**src/rtl/display_controller.sv**
```systemverilog
// Alarm-clock display controller: picks what the display shows, collects
// four-digit time/alarm entries and produces one-cycle commit strobes.
module display_controller #(
    parameter int unsigned TIMEOUT_SEC    = 10,
    parameter int unsigned ALARM_VIEW_SEC = 5
) (
    input  logic       Clock,
    input  logic       Reset,
    input  logic       tick_1sec,
    input  logic       key_valid,
    input  logic [3:0] key_code,
    input  logic [3:0] cur_hours,
    input  logic [5:0] cur_mins,
    input  logic [3:0] alarm_hours,
    input  logic [5:0] alarm_mins,
    input  logic       alarm_match,
    output logic [3:0] hours,
    output logic [5:0] mins,
    output logic [1:0] display_state,
    output logic [2:0] input_count,
    output logic       flashing,
    output logic       load_time,
    output logic       load_alarm,
    output logic [3:0] new_hours,
    output logic [5:0] new_mins,
    output logic       entry_error
);

    localparam int unsigned TMAX = (TIMEOUT_SEC > ALARM_VIEW_SEC) ? TIMEOUT_SEC : ALARM_VIEW_SEC;
    localparam int unsigned TW   = (TMAX < 2) ? 1 : $clog2(TMAX + 1);

    localparam logic [1:0] SHOW_TIME  = 2'd0;
    localparam logic [1:0] SHOW_ALARM = 2'd1;
    localparam logic [1:0] ENTRY      = 2'd2;
    localparam logic [1:0] COMMIT     = 2'd3;

    logic [1:0]      state, state_n;
    logic [3:0][3:0] dig, dig_n;
    logic [2:0]      cnt_n;
    logic [TW-1:0]   timer, timer_n;
    logic            target, target_n;
    logic            ring_n, err_n;
    logic            key_eff, is_digit, legal;
    logic [3:0]      ent_hours, hours_n;
    logic [5:0]      ent_mins, mins_n;
    logic [1:0]      ds_n;

    // A key pressed while ringing, or together with alarm_match, only silences
    assign key_eff  = key_valid && !flashing && !alarm_match;
    assign is_digit = (key_code <= 4'd9);

    // Legality of a digit at the position it would occupy
    always_comb begin
        legal = 1'b0;
        case (input_count)
            3'd0:    legal = (key_code <= 4'd1);
            3'd1:    legal = (dig[0] == 4'd1) ? (key_code <= 4'd2) : (key_code != 4'd0);
            3'd2:    legal = (key_code <= 4'd5);
            3'd3:    legal = 1'b1;
            default: legal = 1'b0;
        endcase
    end

    always_comb begin
        state_n  = state;
        dig_n    = dig;
        cnt_n    = input_count;
        timer_n  = timer;
        target_n = target;
        err_n    = 1'b0;
        ring_n   = flashing;
        if (alarm_match)
            ring_n = 1'b1;
        else if (key_valid)
            ring_n = 1'b0;

        case (state)
            SHOW_TIME, SHOW_ALARM: begin
                if (state == SHOW_ALARM && tick_1sec && timer != '1)
                    timer_n = timer + TW'(1);
                if (key_eff) begin
                    case (key_code)
                        4'hA, 4'hB: begin
                            state_n  = ENTRY;
                            target_n = (key_code == 4'hB);
                            dig_n    = '0;
                            cnt_n    = '0;
                            timer_n  = '0;
                        end
                        4'hC: begin
                            state_n = (state == SHOW_TIME) ? SHOW_ALARM : SHOW_TIME;
                            timer_n = '0;
                        end
                        4'hD:    state_n = SHOW_TIME;
                        default: state_n = state;
                    endcase
                end
                if (state_n == SHOW_ALARM && timer_n >= TW'(ALARM_VIEW_SEC))
                    state_n = SHOW_TIME;
            end
            ENTRY: begin
                // Idle timer restarts on any keypress, even a silencing one
                if (key_valid)
                    timer_n = '0;
                else if (tick_1sec && timer != '1)
                    timer_n = timer + TW'(1);
                if (key_eff && is_digit) begin
                    if (legal) begin
                        dig_n[input_count[1:0]] = key_code;
                        cnt_n = input_count + 3'd1;
                        if (input_count == 3'd3)
                            state_n = COMMIT;
                    end else begin
                        err_n = 1'b1;
                    end
                end
                if ((key_eff && key_code == 4'hD) ||
                    (state_n == ENTRY && timer_n >= TW'(TIMEOUT_SEC))) begin
                    state_n = SHOW_TIME;
                    dig_n   = '0;
                    cnt_n   = '0;
                end
            end
            default: begin
                state_n = SHOW_TIME;
                dig_n   = '0;
                cnt_n   = '0;
            end
        endcase
    end

    assign ent_hours = 4'(4'd10 * dig_n[0] + dig_n[1]);
    assign ent_mins  = 6'(6'd10 * 6'(dig_n[2]) + 6'(dig_n[3]));

    // Displayed value follows the state being entered
    always_comb begin
        hours_n = ent_hours;
        mins_n  = ent_mins;
        ds_n    = 2'b10;
        case (state_n)
            SHOW_TIME: begin
                hours_n = cur_hours;
                mins_n  = cur_mins;
                ds_n    = 2'b00;
            end
            SHOW_ALARM: begin
                hours_n = alarm_hours;
                mins_n  = alarm_mins;
                ds_n    = 2'b01;
            end
            default: ds_n = 2'b10;
        endcase
    end

    always_ff @(posedge Clock) begin
        if (Reset) begin
            state         <= SHOW_TIME;
            dig           <= '0;
            timer         <= '0;
            target        <= 1'b0;
            hours         <= '0;
            mins          <= '0;
            display_state <= 2'b00;
            input_count   <= '0;
            flashing      <= 1'b0;
            load_time     <= 1'b0;
            load_alarm    <= 1'b0;
            new_hours     <= '0;
            new_mins      <= '0;
            entry_error   <= 1'b0;
        end else begin
            state         <= state_n;
            dig           <= dig_n;
            timer         <= timer_n;
            target        <= target_n;
            hours         <= hours_n;
            mins          <= mins_n;
            display_state <= ds_n;
            input_count   <= cnt_n;
            flashing      <= ring_n;
            load_time     <= (state_n == COMMIT) && !target_n;
            load_alarm    <= (state_n == COMMIT) && target_n;
            entry_error   <= err_n;
            if (state_n == COMMIT) begin
                new_hours <= ent_hours;
                new_mins  <= ent_mins;
            end
        end
    end

endmodule

```
**config.mk**
```make
export PLATFORM = sky130hd
export DESIGN_NAME = display_controller
export DESIGN_NICKNAME = d
export VERILOG_FILES = /design/src/rtl/display_controller.sv
export SDC_FILE = /design/constraint.sdc
export NUM_CORES = 1
export LEC_CHECK = 0
export CAP_MARGIN = 20
export CORE_AREA = 2 2 78 80
export CTS_BUF_LIST = sky130_fd_sc_hd__clkbuf_4 sky130_fd_sc_hd__clkbuf_8
export DETAILED_ROUTE_END_ITERATION = 6
export DIE_AREA = 0 0 80 82
export HOLD_SLACK_MARGIN = 0.02
export PLACE_DENSITY = 0.81
export SKIP_LAST_GASP = 1
export SYNTH_ARGS = -nofsm -noshare
export SYNTH_HDL_FRONTEND = slang
export SYNTH_SLANG_ARGS = --single-unit
```
**constraint.sdc**
```tcl
create_clock -name Clock -period 10.2 [get_ports Clock]
set_input_delay 2.04 -clock Clock [delete_from_list [all_inputs] [get_ports Clock]]
set_output_delay 2.04 -clock Clock [all_outputs]
set_load 0.03 [all_outputs]
```
After elaboration in Yosys (flattened, before gate mapping)

Cells that the tools add are included.

RAM bits: 0
Memories kept: 0
Latch bits: 0
Output and inout bits: 29
Bits in read-only memories: 0
Register bits after elaboration: 52

$mul: 2
Shift-type cells: 0
Div/mod/pow operators: 0
Bitwise operators: 2
Equality and inequality tests: 19
Add/sub/neg operators: 4
Order comparisons: 8
Reductions and logical operators: 27
Muxes and demuxes: 45

Operators with widths:

| kind                  | count |
|---|---|
| $mux W16              | 5 |
| $mux W4               | 8 |
| $pmux W16 S2          | 1 |
| $bwmux W16            | 1 |
| $eq A4 B4 Y1 const B  | 4 |
| $mux W2               | 8 |
| $pmux W4 S2           | 2 |
| $mux W3               | 5 |
| $logic_and A1 B1 Y1   | 12 |
| $pmux W6 S2           | 1 |
| $demux W4 S2          | 1 |
| $mux W1               | 8 |
| $pmux W2 S2           | 2 |
| $add A6 B4 Y6         | 1 |
| $eq A2 B1 Y1 const B  | 3 |
| $eq A2 B2 Y1 const B  | 3 |
| $eq A3 B2 Y1 const B  | 2 |
| $ne A3 B3 Y1 const B  | 2 |
| $pmux W2 S3           | 1 |
| $pmux W3 S2           | 1 |
| $reduce_or A3 Y1      | 2 |
| $mul A3 B4 Y5 const A | 1 |
| $add A4 B1 Y4 const B | 1 |
| $add A4 B4 Y4         | 1 |
| 25 further kinds      | 31 |

Longest topological paths before layout

Depth after elaboration: 14
Depth in mapped cells: 16
Depth with buffers taken out: 16

Worst setup path before layout

Ideal clock, no wire load.

Path type: input port to flip-flop
From: in tick_1sec
To: reg new_hours[3]
Setup time: 91 ps
Cell stages on the path: 13
Data required time: 10,109 ps
Path slack: 5,080 ps
Arrival: 5,029 ps
Path buffers: 2
Path through: buf_2 -> nand4b_1 -> or2_2 -> a31o_2 -> nor3_1 -> buf_2 -> a32o_1 -> ha_1 -> inv_1 -> fa_1 -> or3_4 -> a211o_1 -> a311oi_1

RTL lines:

| element              | line | source |
|---|---|---|
| start, declared      | 9    | `input logic tick_1sec,` |
| end signal, assigned | 185  | `new_hours <= ent_hours;` |
| end, declared        | 24   | `output logic [3:0] new_hours,` |

==> run metrics <==
DR pass1 iterations 5; clock-pin transition on the worst setup and hold timing paths about 0.1 ns; GRT Resource Usage Total around a quarter; Die ar. about 6600 µm²; Slew headroom 36.1%; Post-Syn Area about 3000 µm²; pin slew with the least headroom to its limit about 0.96 ns; final WL a little under 8000 µm; worst reg2reg path depth 17; initial antenna violation count 0; Slew Viols, Final 0; WS Path Type in -> reg; Detailed Place HPWL 5790 µm; core area ~5700 µm²; Layout fillers 518; top cell type's share of synthesized area between 30% and 40%; Port Buffers between 50 and 60; via count of the first global-routing pass about 2500; wire per inst roughly 17 µm; GRT busiest layer met2; Final Setup Violations 0; Skew-Pair Late Insertion Delay ~0.32 ns; Yosys warning count 0; nature of the critical path startpoint input pin; R2R Setup Slk roughly 5.8 ns; GR Layer Usage met1 a little under a third; routed vias/inst roughly 6; WP data arrival about 6.3 ns; Syn Nets a little under 400; Hold Path End new_hours[1]; total gr overflow 0; hold path cells 2; # rows 28; Synth Register Bits 51; Layout area overhead 22.8%; CTS tree yes; Max Cap Viol 0; initial core utilization between 50% and 60%; number of synthesized flops with an enable pin 0; clk sinks 51; global-route wire length before repair 12600 µm; f_max 0.165 GHz; RSZ-0062 raised after global routing false; met2 Usage GRT 40.8%; pre-CTS WS 3.55 ns; # hold bufs at CTS 0; antenna-violating nets left 0; critical path endpoint category register; Max FO, Critical Path 11; P_leak approximately 1.3 nW; Synth cell types 75; # diodes 0; hold_ws roughly 0.46 ns; DR iter-0 viols 212; sequential area share after synthesis 34.9%; worst endpoint required time ~10 ns; vias post-DR between 2000 and 3000; DRC violations left 0; Worst Hold Class reg -> reg; cts bufs inserted 5; clk_skew about 0.012 ns; ys flop type dfxtp_1; Routability Congestion between 0.9 and 1; Gates resized, CTS repair 0; die width roughly 80 µm; Hold Vio Cnt, Final 0; VDD IR max between 80 and 90 µV; GRT met3 Usage under 10%; Fin Setup TNS 0 ns; share of cells above drive strength 1 7.67%; Reg2Reg Capture Point mins[5]; cell taking the most area after synthesis dfxtp_1; Final #Nets approximately 430; largest cells by area after synthesis dfxtp_1, ha_1, nor2_1; R2R Path Start timer[0]; CTS H-Tree Depth 2; Cell Pwr Density between 100 and 150 nW/µm²; Die Y 82 µm; clk root buf clkbuf_8; Register Area approximately 1000 µm²; final setup margin between 4 and 5 ns; IO Pins 58; pin count of the biggest net entering global routing 53; HP Start new_hours[1]; Synth Instances roughly 350; status complete, no violations; syn avg cell area between 8 and 9 µm²; clk buf depth 2; Setup Buffers After CTS 0; Final period util roughly 60%; multi-input logic area 1750 µm²; Post-synth ARST share 0%; Final Critical Period between 6 and 7 ns
-- layout by cell type, fill, tap and decap left out, drive strengths merged, types with 3 or more instances in the layout --
cell           synthesis  routed
a211oi                 7       7
a21o                   5       5
a21oi                 19      19
a221oi                 5       5
a22o                   3       3
a22oi                  6       6
a311oi                 3       3
a31oi                  6       6
a32o                   4       4
a32oi                  4       4
and2                   5       5
and3                   8       8
clkbuf                12       8
clkdlybuf4s50          0      56
dfxtp                 51      51
ha                    13      13
inv                   14      14
mux2i                  5       5
nand2                 22      22
nand2b                 5       5
nand3                 11      11
nor2                  44      44
nor2b                 11      11
nor3                   7       7
nor4                   3       3
o21ai                 12      12
or2                    3       3
or4                    3       3
xnor2                  3       3
-- layer usage --
| metal | routed length, µm | vias to the layer above |
|---|---|---|
| li1 | - | 1356 |
| met1 | 3500 | 1346 |
| met2 | 3980 | 78 |
| met3 | 310 | 11 |
| met4 | 150 | 0 |
| met5 | 0 | - |
-- cell families after synthesis --
group / synth area share [%]
buf+inv: 5.30
flops: 34.9
mux: 1.71
simple gates: 24.6
fa+ha+maj: 6.92
compound gates: 25.4
xor+xnor: 1.20
-- power by group --
group	internal, W	total [W]	switching (W)
clock network	0.0000584	0.000127	0.0000690
registers	0.000202	0.000204	0.00000156
logic	0.0000212	0.0000465	0.0000252
total	0.000282	0.000377	0.0000958
-- state kept, by name, summed over array words and instances, names as in the netlist, 2 cells and up --
| register | cells |
|---|---|
| dig | 16 |
| mins | 6 |
| new_mins | 6 |
| hours | 4 |
| new_hours | 4 |
| timer | 4 |
| input_count | 3 |
| display_state | 2 |
-- synthesized netlist by cell type, types with 3 or more instances --
cell type / count
dfxtp_1: 51
nor2_1: 43
nand2_1: 22
a21oi_1: 19
inv_1: 14
ha_1: 13
clkbuf_1: 12
nand3_1: 11
nor2b_1: 11
o21ai_0: 9
and3_1: 8
a211oi_1: 7
buf_2: 7
nor3_1: 7
a22oi_1: 6
a21o_1: 5
a221oi_1: 5
a31oi_1: 5
mux2i_1: 5
nand2b_1: 5
a32o_1: 4
a32oi_1: 4
and2_1: 4
a311oi_1: 3
o21ai_1: 3
or2_2: 3
xnor2_1: 3
-- worst max path at each step --
| stage | startpoint | end | slack (ns) | cells after the start |
|---|---|---|---|---|
| 2_1_floorplan | tick_1sec | new_hours[3] | 5.08 | 13 |
| 3_3_place_gp | key_code[3] | new_mins[5] | 3.80 | 16 |
| 3_5_place_dp | key_code[3] | mins[5] | 3.55 | 16 |
| 4_1_cts | key_code[3] | mins[5] | 3.86 | 16 |
| 5_1_grt | key_code[2] | mins[5] | 3.86 | 14 |
| 6_report | key_code[3] | mins[5] | 4.12 | 17 |
-- final cells by class --
cell class / instances / area share, %
Multi-Input combinational cell: 259 / 48.7
Tap cell: 75 / 2.61
Clock inverter: 1 / 0.244
Timing Repair Buffer: 59 / 16.1
Clock buffer: 7 / 2.51
Sequential cell: 51 / 28.4
Inverter: 14 / 1.46
-- worst max-delay path, stage by stage --
cell	delay, ns
clkdlybuf4s50_1	0.61
and4bb_1	0.40
a21bo_2	0.24
a31o_2	0.28
nor3_1	0.54
clkbuf_2	0.30
nand3_1	0.15
and2_1	0.24
inv_1	0.07
ha_1	0.22
ha_1	0.32
nor2b_1	0.14
o21ai_0	0.18
xnor2_1	0.21
nor3_1	0.08
nand3_1	0.13
o311ai_1	0.11
-- stage by stage --
step | cells | instance area (µm²) | utilization, % | power [W]
after global routing | 466 | 3600 | 62.6 | 0.000391
after floorplan | 346 | 2930 | - | 0.000234
final | 466 | 3600 | 62.6 | 0.000377
after global placement | 457 | 3490 | 60.8 | 0.000253
after CTS | 465 | 3590 | 62.5 | 0.000379
after detailed placement | 457 | 3490 | 60.8 | 0.000254
No activity file was read; power rests on OpenSTA's default activity.
